$ cat src/rtl/trace_arbiter_if.sv
// Stream bundle between the trace arbiter and its probe sources / trace sink.
// master = arbiter side, slave = sources plus downstream consumer.
interface trace_arbiter_if #(
  parameter int NUM_SRC = 4,
  parameter int DATA_W  = 8
);
  localparam int ID_W = (NUM_SRC > 1) ? $clog2(NUM_SRC) : 1;

  logic [NUM_SRC-1:0]        src_valid;
  logic [NUM_SRC*DATA_W-1:0] src_data;
  logic [NUM_SRC-1:0]        src_last;
  logic [NUM_SRC-1:0]        src_ready;
  logic                      out_valid;
  logic [DATA_W-1:0]         out_data;
  logic [ID_W-1:0]           out_src_id;
  logic                      out_last;
  logic                      out_ready;

  modport master (
    input  src_valid, src_data, src_last, out_ready,
    output src_ready, out_valid, out_data, out_src_id, out_last
  );

  modport slave (
    output src_valid, src_data, src_last, out_ready,
    input  src_ready, out_valid, out_data, out_src_id, out_last
  );
endinterface

$ cat src/rtl/trace_arbiter.sv
// Round-robin trace-port arbiter: one source per burst of up to MAX_BURST beats.
// Optional grant revoke on source inactivity is enabled by TRACE_TIMEOUT_EN.
module trace_arbiter #(
  parameter int NUM_SRC      = 4,
  parameter int DATA_W       = 8,
  parameter int MAX_BURST    = 4,
  parameter int IDLE_TIMEOUT = 16
) (
  input  logic                   clk,
  input  logic                   reset,
  trace_arbiter_if.master        bus,
  output logic                   busy,
  output logic                   timeout_pulse
);
  localparam int ID_W  = (NUM_SRC > 1) ? $clog2(NUM_SRC) : 1;
  localparam int CNT_W = (MAX_BURST > 1) ? $clog2(MAX_BURST) : 1;
  localparam logic [CNT_W-1:0] LAST_CNT = CNT_W'(MAX_BURST - 1);

  typedef enum logic {IDLE = 1'b0, XFER = 1'b1} state_t;

  state_t              state_q, state_d;
  logic [ID_W-1:0]     grant_q, grant_d, last_grant_q, last_grant_d, pick_s;
  logic [CNT_W-1:0]    beat_cnt_q, beat_cnt_d;
  logic                out_valid_q, out_valid_d, out_last_q, out_last_d;
  logic [DATA_W-1:0]   out_data_q, out_data_d;
  logic [ID_W-1:0]     out_id_q, out_id_d;
  logic [NUM_SRC-1:0]  src_ready_s;
  logic [DATA_W-1:0]   src_beats_s [NUM_SRC];
  logic                sel_valid_s, sel_last_s, accept_s, burst_end_s, timeout_s;

  for (genvar g = 0; g < NUM_SRC; g++) begin : g_beat
    assign src_beats_s[g] = bus.src_data[g*DATA_W +: DATA_W];
  end

  assign sel_valid_s = bus.src_valid[grant_q];
  assign sel_last_s  = bus.src_last[grant_q];

  // Round-robin search: lowest offset above last_grant wins, so iterate downward.
  always_comb begin
    logic [ID_W-1:0] idx_v;
    idx_v  = '0;
    pick_s = last_grant_q;
    for (int i = NUM_SRC; i >= 1; i--) begin
      idx_v  = ID_W'((int'(last_grant_q) + i) % NUM_SRC);
      pick_s = bus.src_valid[idx_v] ? idx_v : pick_s;
    end
  end

  // FSM next state, grant bookkeeping and per-source ready.
  always_comb begin
    state_d      = state_q;
    grant_d      = grant_q;
    last_grant_d = last_grant_q;
    beat_cnt_d   = beat_cnt_q;
    src_ready_s  = '0;
    accept_s     = 1'b0;
    burst_end_s  = 1'b0;
    case (state_q)
      IDLE: begin
        if (|bus.src_valid) begin
          grant_d    = pick_s;
          beat_cnt_d = '0;
          state_d    = XFER;
        end else begin
          state_d = IDLE;
        end
      end
      XFER: begin
        src_ready_s[grant_q] = ~out_valid_q | bus.out_ready;
        accept_s    = sel_valid_s & src_ready_s[grant_q];
        burst_end_s = accept_s & (sel_last_s | (beat_cnt_q == LAST_CNT));
        if (burst_end_s) begin
          state_d      = IDLE;
          last_grant_d = grant_q;
          beat_cnt_d   = '0;
        end else if (accept_s) begin
          beat_cnt_d = beat_cnt_q + CNT_W'(1);
        end else if (timeout_s) begin
          state_d      = IDLE;
          last_grant_d = grant_q;
          beat_cnt_d   = '0;
        end else begin
          state_d = XFER;
        end
      end
      default: state_d = IDLE;
    endcase
  end

  // Output register: load on accept, drain on downstream ready, hold under backpressure.
  always_comb begin
    out_valid_d = out_valid_q;
    out_data_d  = out_data_q;
    out_id_d    = out_id_q;
    out_last_d  = out_last_q;
    if (accept_s) begin
      out_valid_d = 1'b1;
      out_data_d  = src_beats_s[grant_q];
      out_id_d    = grant_q;
      out_last_d  = sel_last_s | (beat_cnt_q == LAST_CNT);
    end else if (bus.out_ready) begin
      out_valid_d = 1'b0;
    end else begin
      out_valid_d = out_valid_q;
    end
  end

  // State and output registers.
  always_ff @(posedge clk) begin
    if (reset) begin
      state_q      <= IDLE;
      grant_q      <= '0;
      last_grant_q <= ID_W'(NUM_SRC - 1);
      beat_cnt_q   <= '0;
      out_valid_q  <= 1'b0;
      out_data_q   <= '0;
      out_id_q     <= '0;
      out_last_q   <= 1'b0;
    end else begin
      state_q      <= state_d;
      grant_q      <= grant_d;
      last_grant_q <= last_grant_d;
      beat_cnt_q   <= beat_cnt_d;
      out_valid_q  <= out_valid_d;
      out_data_q   <= out_data_d;
      out_id_q     <= out_id_d;
      out_last_q   <= out_last_d;
    end
  end

`ifdef TRACE_TIMEOUT_EN
  localparam int TO_W = $clog2(IDLE_TIMEOUT + 1);
  logic [TO_W-1:0] idle_cnt_q, idle_cnt_d;
  logic            timeout_q;

  // Count consecutive granted-but-silent cycles; fires on the IDLE_TIMEOUT-th one.
  always_comb begin
    idle_cnt_d = '0;
    timeout_s  = 1'b0;
    if ((state_q == XFER) && !sel_valid_s) begin
      timeout_s  = (idle_cnt_q == TO_W'(IDLE_TIMEOUT - 1));
      idle_cnt_d = timeout_s ? '0 : idle_cnt_q + TO_W'(1);
    end else begin
      idle_cnt_d = '0;
    end
  end

  // Idle counter and revoke pulse registers.
  always_ff @(posedge clk) begin
    if (reset) begin
      idle_cnt_q <= '0;
      timeout_q  <= 1'b0;
    end else begin
      idle_cnt_q <= idle_cnt_d;
      timeout_q  <= timeout_s;
    end
  end

  assign timeout_pulse = timeout_q;
`else
  assign timeout_s     = 1'b0;
  assign timeout_pulse = 1'b0;
`endif

  assign bus.src_ready  = src_ready_s;
  assign bus.out_valid  = out_valid_q;
  assign bus.out_data   = out_data_q;
  assign bus.out_src_id = out_id_q;
  assign bus.out_last   = out_last_q;
  assign busy           = (state_q == XFER);
endmodule
$ cat src/flat_wrapper.sv
// flat-port wrapper written by rule: the top's interface ports become plain ports
module trace_arbiter_flat 
#(
  parameter int NUM_SRC      = 4,
  parameter int DATA_W       = 8,
  parameter int MAX_BURST    = 4,
  parameter int IDLE_TIMEOUT = 16
)
  (clk, reset, busy, timeout_pulse, bus_src_valid, bus_src_data, bus_src_last, bus_out_ready, bus_src_ready, bus_out_valid, bus_out_data, bus_out_src_id, bus_out_last);
  trace_arbiter_if #(.NUM_SRC(NUM_SRC), .DATA_W(DATA_W)) bus_i ();
  input  logic clk;
  input  logic reset;
  output logic busy;
  output logic timeout_pulse;
  input wire logic [$bits(bus_i.src_valid)-1:0] bus_src_valid;
  input wire logic [$bits(bus_i.src_data)-1:0] bus_src_data;
  input wire logic [$bits(bus_i.src_last)-1:0] bus_src_last;
  input wire logic [$bits(bus_i.out_ready)-1:0] bus_out_ready;
  output wire logic [$bits(bus_i.src_ready)-1:0] bus_src_ready;
  output wire logic [$bits(bus_i.out_valid)-1:0] bus_out_valid;
  output wire logic [$bits(bus_i.out_data)-1:0] bus_out_data;
  output wire logic [$bits(bus_i.out_src_id)-1:0] bus_out_src_id;
  output wire logic [$bits(bus_i.out_last)-1:0] bus_out_last;
  assign bus_i.src_valid = bus_src_valid;
  assign bus_i.src_data = bus_src_data;
  assign bus_i.src_last = bus_src_last;
  assign bus_i.out_ready = bus_out_ready;
  assign bus_src_ready = bus_i.src_ready;
  assign bus_out_valid = bus_i.out_valid;
  assign bus_out_data = bus_i.out_data;
  assign bus_out_src_id = bus_i.out_src_id;
  assign bus_out_last = bus_i.out_last;
  trace_arbiter #(.NUM_SRC(NUM_SRC), .DATA_W(DATA_W), .MAX_BURST(MAX_BURST), .IDLE_TIMEOUT(IDLE_TIMEOUT)) u_core (.clk(clk), .reset(reset), .bus(bus_i), .busy(busy), .timeout_pulse(timeout_pulse));
endmodule
$ cat config.mk
export PLATFORM = sky130hd
export DESIGN_NAME = trace_arbiter_flat
export DESIGN_NICKNAME = d
export VERILOG_FILES = /design/src/rtl/trace_arbiter_if.sv /design/src/rtl/trace_arbiter.sv /design/src/flat_wrapper.sv
export SDC_FILE = /design/constraint.sdc
export NUM_CORES = 1
export LEC_CHECK = 0
export ABC_CLOCK_PERIOD_IN_PS = 3200
export CAP_MARGIN = 20
export CORE_ASPECT_RATIO = 1.5
export CORE_MARGIN = 2
export CORE_UTILIZATION = 30
export CTS_CLUSTER_DIAMETER = 120
export DETAILED_ROUTE_END_ITERATION = 10
export SYNTH_ARGS = -nofsm -noshare
export SYNTH_HDL_FRONTEND = slang
export SYNTH_SLANG_ARGS = --single-unit
$ cat constraint.sdc
create_clock -name clk -period 3.2 [get_ports clk]
set_input_delay 0.32 -clock clk [delete_from_list [all_inputs] [get_ports clk]]
set_output_delay 0.32 -clock clk [all_outputs]
set_load 0.01 [all_outputs]
==> metrics.txt, run 1 <==
# TYPE chip_impl_metric gauge
chip_impl_info{name="run_status",value="completed"} 1
chip_impl_metric{name="grt_pass1_vias",unit=""} 1057
chip_impl_metric{name="synthesis.nets",unit=""} 154
chip_impl_metric{name="floorplan.io_pins",unit=""} 61
chip_impl_metric{name="layout.cell_area.non_filler",unit="um^2"} 1730
chip_impl_info{name="tritoncts",value="yes"} 1
chip_impl_metric{name="placed_area",unit="um^2"} 1690
chip_impl_metric{name="routed-via-count",unit=""} 1055
chip_impl_metric{name="dieWidth",unit="um"} 53.5
chip_impl_metric{name="yosys_register_bits",unit=""} 19
chip_impl_metric{name="final.hold.worst_slack",unit="ps"} 460
chip_impl_metric{name="p_leak",unit="nW"} 0.618
chip_impl_metric{name="cts_num_sinks",unit=""} 19
chip_impl_metric{name="arrival",unit="ps"} 1960
chip_impl_metric{name="route.detailed.drc",unit=""} 0
chip_impl_metric{name="skew",unit="ps"} 3.60
chip_impl_metric{name="coreArea",unit="um^2"} 3580
chip_impl_metric{name="report.power.total",unit="mW"} 0.680
chip_impl_metric{name="finalMaxSlewViolations",unit=""} 0
chip_impl_metric{name="intPower",unit="mW"} 0.491
chip_impl_metric{name="total_nets_final",unit=""} 210
chip_impl_metric{name="fin_setup_tns",unit="ps"} 0
chip_impl_metric{name="clk-insertion-delay-late",unit="ps"} 250
chip_impl_metric{name="drt_pre_antenna_iters",unit=""} 4
chip_impl_metric{name="synth_edf_count",unit=""} 0
chip_impl_metric{name="largest_net_degree_at_the_start_of_global_routing",unit=""} 22
chip_impl_metric{name="crit_path_max_fanout",unit=""} 15
chip_impl_metric{name="max_cap_viol_count",unit=""} 0
chip_impl_metric{name="antennaDiodeCount",unit=""} 0
chip_impl_info{name="worst_hold_path_type",value="reg2reg"} 1
chip_impl_metric{name="post_synth_inst_count",unit=""} 110
chip_impl_metric{name="drt_iter0_drc",unit=""} 28
chip_impl_metric{name="layout-drive-gt1-share",unit="%"} 9.09
chip_impl_metric{name="finish.utilization",unit="%"} 48.3
chip_impl_metric{name="ys_types",unit=""} 28
chip_impl_metric{name="overflow",unit=""} 0
chip_impl_metric{name="htreeDepth",unit=""} 1
chip_impl_info{name="element_type_at_the_critical_path_end",value="primary output"} 1
chip_impl_metric{name="num_rows",unit=""} 27
chip_impl_metric{name="max_slew.worst_pin.slew",unit="ps"} 762
chip_impl_metric{name="ant_nets",unit=""} 0
chip_impl_metric{name="wirelength",unit="mm"} 3.03
chip_impl_metric{name="cts_setup_buffers",unit=""} 0
chip_impl_metric{name="pwr-share-seq",unit="%"} 42.2
chip_impl_metric{name="postSynth.asyncResetShare",unit="%"} 0
chip_impl_metric{name="finalWeightedCongestion",unit=""} 0.720
chip_impl_info{name="synth_flop_cell",value="sky130_fd_sc_hd__dfxtp_1"} 1
chip_impl_metric{name="max_transition_margin",unit="%"} 49.0
chip_impl_metric{name="cts_resized",unit=""} 0
chip_impl_metric{name="cts.hold.buffers_added",unit=""} 0
chip_impl_metric{name="routed_wire_length_per_instance",unit="um"} 14.6
chip_impl_metric{name="cp_data_required_time",unit="ps"} 2880
chip_impl_metric{name="fin_crit_sh",unit="%"} 71.2
chip_impl_metric{name="maxClockFrequency",unit="GHz"} 0.439
chip_impl_info{name="setup.worst_path.class",value="reg2out"} 1
chip_impl_metric{name="clk_pin_slew",unit="ps"} 70
chip_impl_metric{name="fillers",unit=""} 355
chip_impl_metric{name="groute.usage.overall",unit="%"} 15.5
chip_impl_metric{name="max-clock-path-buffers",unit=""} 2
chip_impl_metric{name="floorplan.die_area",unit="um^2"} 4180
chip_impl_info{name="rsz0062_at_grt",value="no"} 1
chip_impl_metric{name="synth_seq_area_share",unit="%"} 34.5
chip_impl_metric{name="dp_hpwl",unit="mm"} 2.34
chip_impl_info{name="synthTopCellsByCount",value="19 x sky130_fd_sc_hd__dfxtp_1, 19 x sky130_fd_sc_hd__nor2_1, 11 x sky130_fd_sc_hd__a21oi_1, 11 x sky130_fd_sc_hd__mux2i_1, 9 x sky130_fd_sc_hd__mux4_2"} 1
chip_impl_metric{name="cts_made_buffers",unit=""} 3
chip_impl_metric{name="area_delta_synth_final",unit="%"} 57.2
chip_impl_metric{name="dieHeight",unit="um"} 78.2
chip_impl_info{name="crit_path_start_kind",value="flop"} 1
chip_impl_metric{name="mappedNetlistArea",unit="um^2"} 1100
chip_impl_metric{name="hold_violations",unit=""} 0
chip_impl_metric{name="power_frac_clock",unit="%"} 24.5
chip_impl_metric{name="initial_core_util",unit="%"} 30.7
chip_impl_info{name="clock_root_buffer",value="sky130_fd_sc_hd__clkbuf_8"} 1
chip_impl_metric{name="yosys.area.top_type_share",unit="%"} 34.5
chip_impl_info{name="top_post_synthesis_cells_by_area",value="sky130_fd_sc_hd__dfxtp_1 35%, sky130_fd_sc_hd__mux4_2 18%, sky130_fd_sc_hd__mux2i_1 10%"} 1
chip_impl_metric{name="grt_first_pass_wirelength",unit="mm"} 4.84
chip_impl_metric{name="synth.avg_cell_area",unit="um^2"} 10.0
chip_impl_metric{name="viasPerCell",unit=""} 5.07
chip_impl_metric{name="io_buffers",unit=""} 59
chip_impl_metric{name="final_period_minus_worst_setup_slack",unit="ps"} 2280
chip_impl_metric{name="p_sw_share",unit="%"} 27.8
chip_impl_metric{name="p_sw",unit="mW"} 0.189
chip_impl_metric{name="worst_ir_drop_vdd",unit="mV"} 0.209
chip_impl_info{name="synth_largest_area_cell",value="sky130_fd_sc_hd__dfxtp_1"} 1
chip_impl_metric{name="number_of_antenna_violations_at_the_first_check_in_global_routing",unit=""} 0
chip_impl_metric{name="combinational_share_of_power",unit="%"} 33.4
chip_impl_metric{name="powerDensity",unit="nW/um^2"} 393
chip_impl_metric{name="synth.yosys.warnings",unit=""} 0
chip_impl_metric{name="setup_viol_count_final",unit=""} 0
[per-stage QoR]
stage | setup slack (ps) | cells
2_1_floorplan | 1550 | 110
3_3_place_gp | 1090 | 204
3_5_place_dp | 1050 | 204
4_1_cts | 895 | 208
5_1_grt | 768 | 208
6_report | 922 | 208
[power by group through the flow]
stage          combinational (mW)  sequential, mW  clock (mW)
2_1_floorplan               0.135           0.283           0
3_3_place_gp                0.224           0.291           0
3_5_place_dp                0.229           0.292           0
4_1_cts                     0.230           0.287       0.171
5_1_grt                     0.245           0.291       0.184
6_report                    0.227           0.287       0.166
[critical path, cell delays in order (launching register included)]
cell                              delay (ps)
sky130_fd_sc_hd__dfxtp_1                 760
sky130_fd_sc_hd__nand3_1                 240
sky130_fd_sc_hd__nor2_1                  150
sky130_fd_sc_hd__clkdlybuf4s50_1         550
[cell usage in the layout, fill, tap and decap left out, types with 2 or more instances in the layout]
cell                               n
sky130_fd_sc_hd__nand3b_1          2
sky130_fd_sc_hd__mux2i_1          11
sky130_fd_sc_hd__nor2_1           19
sky130_fd_sc_hd__dfxtp_1          19
sky130_fd_sc_hd__nand2_1           4
sky130_fd_sc_hd__mux4_2            9
sky130_fd_sc_hd__inv_1             3
sky130_fd_sc_hd__clkbuf_8          3
sky130_fd_sc_hd__a21oi_1          11
sky130_fd_sc_hd__nor3_1            2
sky130_fd_sc_hd__clkdlybuf4s50_1  59
sky130_fd_sc_hd__nand3_1           5
sky130_fd_sc_hd__nand2b_1          4
[flip-flops by register name, indices dropped and copies added (netlist names)]
| name | count |
|---|---|
| u_core.bus.out_data | 8 |
| u_core.beat_cnt_q | 2 |
| u_core.bus.out_src_id | 2 |
| u_core.grant_q | 2 |
| u_core.last_grant_q | 2 |
| u_core.bus.out_last | 1 |
| u_core.bus.out_valid | 1 |
| u_core.busy | 1 |
[per-layer routing]
metal  vias to the layer above  part of all wire [%]  global-route usage [%]
met2                        44                    53                    26.8
li1                        510                     -                       -
met1                       494                    37                    17.5
met3                         7                   6.9                    2.66
met5                         -                     0                       0
met4                         0                   2.5                    7.95
[layout make-up]
type	instances	area (um^2)	area share (%)
clock buffers	4	45.0	2.60
inverters	3	11.3	0.651
multi-input cells	79	642	37.1
flip-flops and latches	19	380	22.0
well taps	43	53.8	3.11
repair buffers	60	598	34.6
[cell families (layout without fill, tap and decap cells)]
logic type	Yosys count	in the layout	synth area share [%]
AOI/OAI and AO/OA	18	18	9.77
adders and majority gates	1	1	1.14
buffers and inverters	12	67	7.16
DFF	19	19	34.5
muxes	21	21	30.8
other	1	1	0.341
and+or+nand+nor	38	38	16.2
[worst paths after layout]
check / start / to / slack, ps / cells after the start
worst max-delay path: u_core.grant_q[1]$_SDFFE_PP0P_ / bus_src_ready[3] / 920 / 3
worst min-delay path: u_core.bus.out_src_id[0]$_SDFFE_PP0P_ / u_core.bus.out_src_id[0]$_SDFFE_PP0P_ / 460 / 2
worst max register to register: u_core.grant_q[1]$_SDFFE_PP0P_ / u_core.busy$_SDFF_PP0_ / 1120 / 4
worst min register to register: u_core.bus.out_src_id[0]$_SDFFE_PP0P_ / u_core.bus.out_src_id[0]$_SDFFE_PP0P_ / 460 / 2
(Power assumes the default switching activity.)
==> run 2: changes to the inputs <==
- ABC_CLOCK_PERIOD_IN_PS: 3200 -> 2150
- clock period: 3.2 -> 2.15 ns (I/O delays scaled with it)
==> run 2 against run 1 <==
Global-route usage shrank 0.070 points. Sequential power grew 44%. Design area grew 1.4%. Setup slack lost 730 ps. First-iteration DRC count shrank 75%. Total power grew 50%. Critical path type unchanged. Largest cell class unchanged. Largest power group unchanged. Highest routed layer unchanged.
==> metrics.txt, run 2 (synthesis results as in run 1) <==
# TYPE chip_impl_metric gauge
chip_impl_metric{name="path_buf_inv",unit=""} 3
chip_impl_metric{name="cts.hold.buffers_added",unit=""} 0
chip_impl_metric{name="largest_net_degree_at_the_start_of_global_routing",unit=""} 15
chip_impl_metric{name="finalMaxSlewViolations",unit=""} 0
chip_impl_metric{name="floorplan.io_pins",unit=""} 61
chip_impl_metric{name="grt_first_pass_wirelength",unit="mm"} 4.74
chip_impl_info{name="crit_path_cell_trace",value="buf_4, inv_1, nor3_1, clkdlybuf4s50_1"} 1
chip_impl_info{name="crit_family",value="buffers and inverters"} 1
chip_impl_metric{name="number_of_flip_flops_under_the_largest_register_name",unit=""} 8
chip_impl_metric{name="number_of_antenna_violations_at_the_first_check_in_global_routing",unit=""} 0
chip_impl_metric{name="cts_setup_buffers",unit=""} 0
chip_impl_metric{name="num_rows",unit=""} 27
chip_impl_metric{name="crit_path_max_fanout",unit=""} 9
chip_impl_info{name="worst_hold_path_type",value="reg2reg"} 1
chip_impl_metric{name="groute.usage.overall",unit="%"} 15.5
chip_impl_metric{name="layout-drive-gt1-share",unit="%"} 11.3
chip_impl_metric{name="routed_wire_length_per_instance",unit="um"} 14.7
chip_impl_metric{name="fillers",unit=""} 385
chip_impl_metric{name="area_delta_synth_final",unit="%"} 59.3
chip_impl_info{name="tritoncts",value="yes"} 1
chip_impl_metric{name="crit_path_max_incr_delay",unit="ps"} 560
chip_impl_metric{name="skew",unit="ps"} 3.51
chip_impl_metric{name="setup_viol_count_final",unit=""} 0
chip_impl_info{name="run_status",value="completed"} 1
chip_impl_metric{name="drt_iter0_drc",unit=""} 7
chip_impl_metric{name="clk_pin_slew",unit="ps"} 70
chip_impl_metric{name="io_buffers",unit=""} 59
chip_impl_metric{name="dieWidth",unit="um"} 53.5
chip_impl_metric{name="final_period_minus_worst_setup_slack",unit="ps"} 1960
chip_impl_metric{name="max_cap_viol_count",unit=""} 0
chip_impl_info{name="element_type_at_the_critical_path_end",value="primary output"} 1
chip_impl_metric{name="worst_ir_drop_vdd",unit="mV"} 0.330
chip_impl_info{name="timing.critical_path.slowest_stage_cell",value="sky130_fd_sc_hd__clkdlybuf4s50_1"} 1
chip_impl_metric{name="floorplan.die_area",unit="um^2"} 4180
chip_impl_metric{name="coreArea",unit="um^2"} 3580
chip_impl_metric{name="route.detailed.drc",unit=""} 0
chip_impl_metric{name="cp_data_required_time",unit="ps"} 1930
chip_impl_metric{name="grt_pass1_vias",unit=""} 1125
chip_impl_info{name="setup.worst_path.class",value="reg2out"} 1
chip_impl_metric{name="fin_crit_sh",unit="%"} 91.3
chip_impl_metric{name="fin_setup_tns",unit="ps"} 0
chip_impl_metric{name="arrival",unit="ps"} 1750
chip_impl_metric{name="p_leak",unit="nW"} 0.634
chip_impl_metric{name="drt_pre_antenna_iters",unit=""} 2
chip_impl_metric{name="max-clock-path-buffers",unit=""} 2
chip_impl_metric{name="clk-insertion-delay-late",unit="ps"} 250
chip_impl_info{name="crit_path_start_kind",value="flop"} 1
chip_impl_metric{name="routed-via-count",unit=""} 1038
chip_impl_metric{name="antennaDiodeCount",unit=""} 0
chip_impl_metric{name="cts_num_sinks",unit=""} 19
chip_impl_metric{name="finalWeightedCongestion",unit=""} 0.681
chip_impl_metric{name="maxClockFrequency",unit="GHz"} 0.510
chip_impl_metric{name="powerDensity",unit="nW/um^2"} 581
chip_impl_metric{name="overflow",unit=""} 0
chip_impl_info{name="rsz0062_at_grt",value="no"} 1
chip_impl_metric{name="cts_made_buffers",unit=""} 3
chip_impl_metric{name="dieHeight",unit="um"} 78.2
chip_impl_metric{name="total_nets_final",unit=""} 213
chip_impl_metric{name="htreeDepth",unit=""} 1
chip_impl_metric{name="finish.utilization",unit="%"} 49.0
chip_impl_metric{name="hold_violations",unit=""} 0
chip_impl_metric{name="dp_hpwl",unit="mm"} 2.45
chip_impl_metric{name="total_area_of_sequential_cells",unit="um^2"} 382
chip_impl_info{name="layout_common_cells",value="59 x sky130_fd_sc_hd__clkdlybuf4s50_1, 19 x sky130_fd_sc_hd__nor2_1, 18 x sky130_fd_sc_hd__dfxtp_1"} 1
chip_impl_metric{name="initial_core_util",unit="%"} 30.7
chip_impl_metric{name="viasPerCell",unit=""} 4.92
chip_impl_metric{name="wirelength",unit="mm"} 3.10
chip_impl_info{name="layout.cells.most_common",value="sky130_fd_sc_hd__clkdlybuf4s50_1"} 1
chip_impl_info{name="clock_root_buffer",value="sky130_fd_sc_hd__clkbuf_8"} 1
chip_impl_metric{name="multiInputGateArea",unit="um^2"} 642
chip_impl_metric{name="ant_nets",unit=""} 0
-- run 2: changes by cell type in the layout (fill, tap and decap cells not counted), sizes merged --
cell,previous run,this run
buf,1,4
-- run 2: worst register-to-register path, stage by stage (launching register included) --
cell,delay (ps)
sky130_fd_sc_hd__dfxtp_1,370
sky130_fd_sc_hd__buf_4,250
sky130_fd_sc_hd__mux4_2,360
sky130_fd_sc_hd__nor2_1,230
sky130_fd_sc_hd__nor2_1,140
sky130_fd_sc_hd__a211oi_1,230
-- run 2: cell type report --
| type | instances | share of cell area [%] |
|---|---|---|
| clock buffers | 4 | 2.57 |
| inverters | 3 | 0.642 |
| multi-input cells | 79 | 36.6 |
| flip-flops and latches | 19 | 21.8 |
| well taps | 43 | 3.07 |
| repair buffers | 63 | 35.4 |
-- run 2: worst paths after layout --
path	from	endpoint	slack, ps	cells after the start
worst min-delay path	u_core.beat_cnt_q[1]$_SDFFE_PP0P_	u_core.beat_cnt_q[1]$_SDFFE_PP0P_	470	2
worst max register to register	u_core.grant_q[1]$_SDFFE_PP0P_	u_core.busy$_SDFF_PP0_	480	5
worst min register to register	u_core.beat_cnt_q[1]$_SDFFE_PP0P_	u_core.beat_cnt_q[1]$_SDFFE_PP0P_	470	2
worst max-delay path	u_core.grant_q[0]$_SDFFE_PP0P_	bus_src_ready[1]	190	4
-- run 2: metal layers --
metal	vias up	routed length [um]	part of all wire [%]	track usage [%]
li1	512	-	-	-
met4	0	61	2.0	6.92
met5	-	0	0	0
met1	487	1150	37	15.0
met2	33	1720	55	29.9
met3	6	178	5.7	2.28
-- run 2: power breakdown --
| part | switching, mW | total [mW] | internal, mW | leakage [nW] |
|---|---|---|---|---|
| Combinational | 0.139 | 0.360 | 0.221 | 0.455 |
| Sequential | 0.0296 | 0.414 | 0.385 | 0.155 |
| Clock | 0.113 | 0.244 | 0.132 | 0.0228 |
| Total | 0.281 | 1.02 | 0.737 | 0.634 |
-- run 2: repair_timing --
item / in CTS / in global routing
endpoints found under the hold margin: 0 / 0
gates resized for setup: 0 / 1
endpoints found under the setup margin: 0 / 1
-- run 2: stage by stage --
step / instances / power (mW) / setup slack (ps) / cell area, um^2 / hold WS [ps]
6_report: 211 / 1.02 / 188 / 1750 / 471
3_5_place_dp: 207 / 0.784 / 230 / 1710 / 465
5_1_grt: 211 / 1.07 / 78.6 / 1750 / 489
3_3_place_gp: 207 / 0.777 / 276 / 1710 / 466
2_1_floorplan: 110 / 0.622 / 503 / 1100 / 381
4_1_cts: 211 / 1.03 / 37.0 / 1750 / 475
==> run 3: changes to the inputs <==
- CORE_ASPECT_RATIO: 1.5 -> not set
==> run 3 against run 2 <==
Clock power about the same. Fmax about the same. Via count decreased by 3.5%. Final cell count increased by 1.9%. Register-to-register slack got worse by 170 ps. Combinational power decreased by 3%. Global-route usage decreased by 0.84 points. Die area decreased by 0.25%. Sequential cell count unchanged. Sequential power about the same. Worst hold slack improved by 1.9 ps. Critical endpoint is now bus_src_ready[2].
==> metrics.txt, run 3 (synthesis results as in run 1) <==
# TYPE chip_impl_metric gauge
chip_impl_metric{name="antennaDiodeCount",unit=""} 0
chip_impl_metric{name="total_nets_final",unit=""} 212
chip_impl_metric{name="final_period_minus_worst_setup_slack",unit="ps"} 1960
chip_impl_metric{name="number_of_flip_flops_under_the_largest_register_name",unit=""} 8
chip_impl_metric{name="crit_path_max_incr_delay",unit="ps"} 580
chip_impl_info{name="crit_path_start_kind",value="flop"} 1
chip_impl_metric{name="clk-insertion-delay-late",unit="ps"} 250
chip_impl_metric{name="fin_crit_sh",unit="%"} 91.2
chip_impl_metric{name="num_rows",unit=""} 22
chip_impl_metric{name="cts_resized",unit=""} 0
chip_impl_info{name="crit_path_cell_trace",value="nand3_1, nor2_1, clkdlybuf4s50_1"} 1
chip_impl_metric{name="cp_data_required_time",unit="ps"} 1930
chip_impl_metric{name="htreeDepth",unit=""} 1
chip_impl_metric{name="cts_num_sinks",unit=""} 19
chip_impl_info{name="rsz0062_at_grt",value="no"} 1
chip_impl_metric{name="dieWidth",unit="um"} 64.6
chip_impl_metric{name="layout.cell_area.non_filler",unit="um^2"} 1750
chip_impl_metric{name="route.detailed.drc",unit=""} 0
chip_impl_metric{name="wirelength",unit="mm"} 2.98
chip_impl_metric{name="cts.hold.buffers_added",unit=""} 0
chip_impl_metric{name="fin_setup_tns",unit="ps"} 0
chip_impl_metric{name="largest_net_degree_at_the_start_of_global_routing",unit=""} 14
chip_impl_info{name="tritoncts",value="yes"} 1
chip_impl_metric{name="cts_made_buffers",unit=""} 3
chip_impl_metric{name="dieHeight",unit="um"} 64.6
chip_impl_info{name="clock_root_buffer",value="sky130_fd_sc_hd__clkbuf_8"} 1
chip_impl_metric{name="grt_pass1_vias",unit=""} 1051
chip_impl_metric{name="groute.usage.overall",unit="%"} 14.6
chip_impl_metric{name="overflow",unit=""} 0
chip_impl_metric{name="setup_viol_count_final",unit=""} 0
chip_impl_info{name="layout.cells.most_common",value="sky130_fd_sc_hd__clkdlybuf4s50_1"} 1
chip_impl_metric{name="report.power.total",unit="mW"} 1.01
chip_impl_metric{name="layout-drive-gt1-share",unit="%"} 10.2
chip_impl_info{name="worst_hold_path_type",value="reg2reg"} 1
chip_impl_info{name="element_type_at_the_critical_path_end",value="primary output"} 1
chip_impl_info{name="timing.critical_path.slowest_stage_cell",value="sky130_fd_sc_hd__dfxtp_1"} 1
chip_impl_metric{name="grt_first_pass_wirelength",unit="mm"} 4.75
chip_impl_metric{name="drt_pre_antenna_iters",unit=""} 4
chip_impl_metric{name="finalMaxSlewViolations",unit=""} 0
chip_impl_metric{name="area_delta_synth_final",unit="%"} 59.1
chip_impl_metric{name="cts_setup_buffers",unit=""} 0
chip_impl_metric{name="crit_path_max_fanout",unit=""} 9
chip_impl_metric{name="number_of_antenna_violations_at_the_first_check_in_global_routing",unit=""} 0
chip_impl_metric{name="ant_nets",unit=""} 0
chip_impl_metric{name="viasPerCell",unit=""} 4.66
chip_impl_metric{name="clk_pin_slew",unit="ps"} 70
chip_impl_metric{name="max_cap_viol_count",unit=""} 0
chip_impl_metric{name="floorplan.io_pins",unit=""} 61
chip_impl_metric{name="coreArea",unit="um^2"} 3610
chip_impl_info{name="run_status",value="completed"} 1
chip_impl_metric{name="maxClockFrequency",unit="GHz"} 0.510
chip_impl_info{name="crit_family",value="flip-flops"} 1
chip_impl_metric{name="initial_core_util",unit="%"} 30.5
chip_impl_metric{name="arrival",unit="ps"} 1750
chip_impl_metric{name="p_leak",unit="nW"} 0.628
chip_impl_info{name="setup.worst_path.class",value="reg2out"} 1
chip_impl_info{name="layout_common_cells",value="59 x sky130_fd_sc_hd__clkdlybuf4s50_1, 19 x sky130_fd_sc_hd__nor2_1, 19 x sky130_fd_sc_hd__dfxtp_1"} 1
chip_impl_metric{name="io_buffers",unit=""} 59
chip_impl_metric{name="routed_wire_length_per_instance",unit="um"} 13.8
chip_impl_metric{name="place_inst",unit=""} 211
chip_impl_metric{name="hold_violations",unit=""} 0
chip_impl_metric{name="skew",unit="ps"} 4.64
chip_impl_metric{name="placed_area",unit="um^2"} 1710
chip_impl_metric{name="dp_hpwl",unit="mm"} 2.32
chip_impl_metric{name="floorplan.die_area",unit="um^2"} 4170
chip_impl_metric{name="routed-via-count",unit=""} 1002
chip_impl_metric{name="powerDensity",unit="nW/um^2"} 578
chip_impl_metric{name="post_layout_nonfiller_instances",unit=""} 215
chip_impl_metric{name="drt_iter0_drc",unit=""} 19
chip_impl_metric{name="worst_ir_drop_vdd",unit="mV"} 0.231
chip_impl_metric{name="finalWeightedCongestion",unit=""} 0.705
chip_impl_metric{name="max-clock-path-buffers",unit=""} 2
chip_impl_metric{name="path_buf_inv",unit=""} 1
==> run 3: worst paths after layout <==
path	startpoint	slack, ps	cells past startpoint	to
worst min register to register	u_core.bus.out_src_id[0]$_SDFFE_PP0P_	470	2	u_core.bus.out_src_id[0]$_SDFFE_PP0P_
worst max register to register	u_core.grant_q[1]$_SDFFE_PP0P_	310	5	u_core.busy$_SDFF_PP0_
worst max-delay path	u_core.grant_q[1]$_SDFFE_PP0P_	190	3	bus_src_ready[2]
worst min-delay path	u_core.bus.out_src_id[0]$_SDFFE_PP0P_	470	2	u_core.bus.out_src_id[0]$_SDFFE_PP0P_
==> run 3: area by class of cell <==
| cell class | count | area, um^2 |
|---|---|---|
| multi-input cells | 79 | 642 |
| repair buffers | 62 | 613 |
| clock buffers | 4 | 45.0 |
| inverters | 3 | 11.3 |
| well taps | 48 | 60.1 |
| flip-flops and latches | 19 | 380 |
| fillers | 342 | 1850 |
==> run 3: metal layers <==
metal	GRT usage, %	up-vias	routed length (um)
li1	-	507	-
met1	17.2	458	1300
met2	26.7	35	1460
met3	1.56	2	193
met4	6.38	0	27
met5	0	-	0
==> run 3: report_power, final <==
part / switching [mW] / internal (mW)
Combinational: 0.134 / 0.217
Sequential: 0.0324 / 0.384
Clock: 0.114 / 0.132
==> run 3: worst reg2reg max path: cells and delay by family, from the launching register on <==
| kind | cells | cell delay (ps) |
|---|---|---|
| AO/OA/AOI/OAI | 1 | 220 |
| AND/OR/NAND/NOR | 2 | 390 |
| buffers and inverters | 1 | 250 |
| multiplexers | 1 | 310 |
| flip-flops | 1 | 580 |
==> run 3: through the flow <==
stage	setup slack, ps	hold slack (ps)	util, %
2_1_floorplan	503	381	-
3_3_place_gp	283	449	47.3
3_5_place_dp	216	467	47.3
4_1_cts	173	477	48.6
5_1_grt	25.6	497	48.6
6_report	190	473	48.6
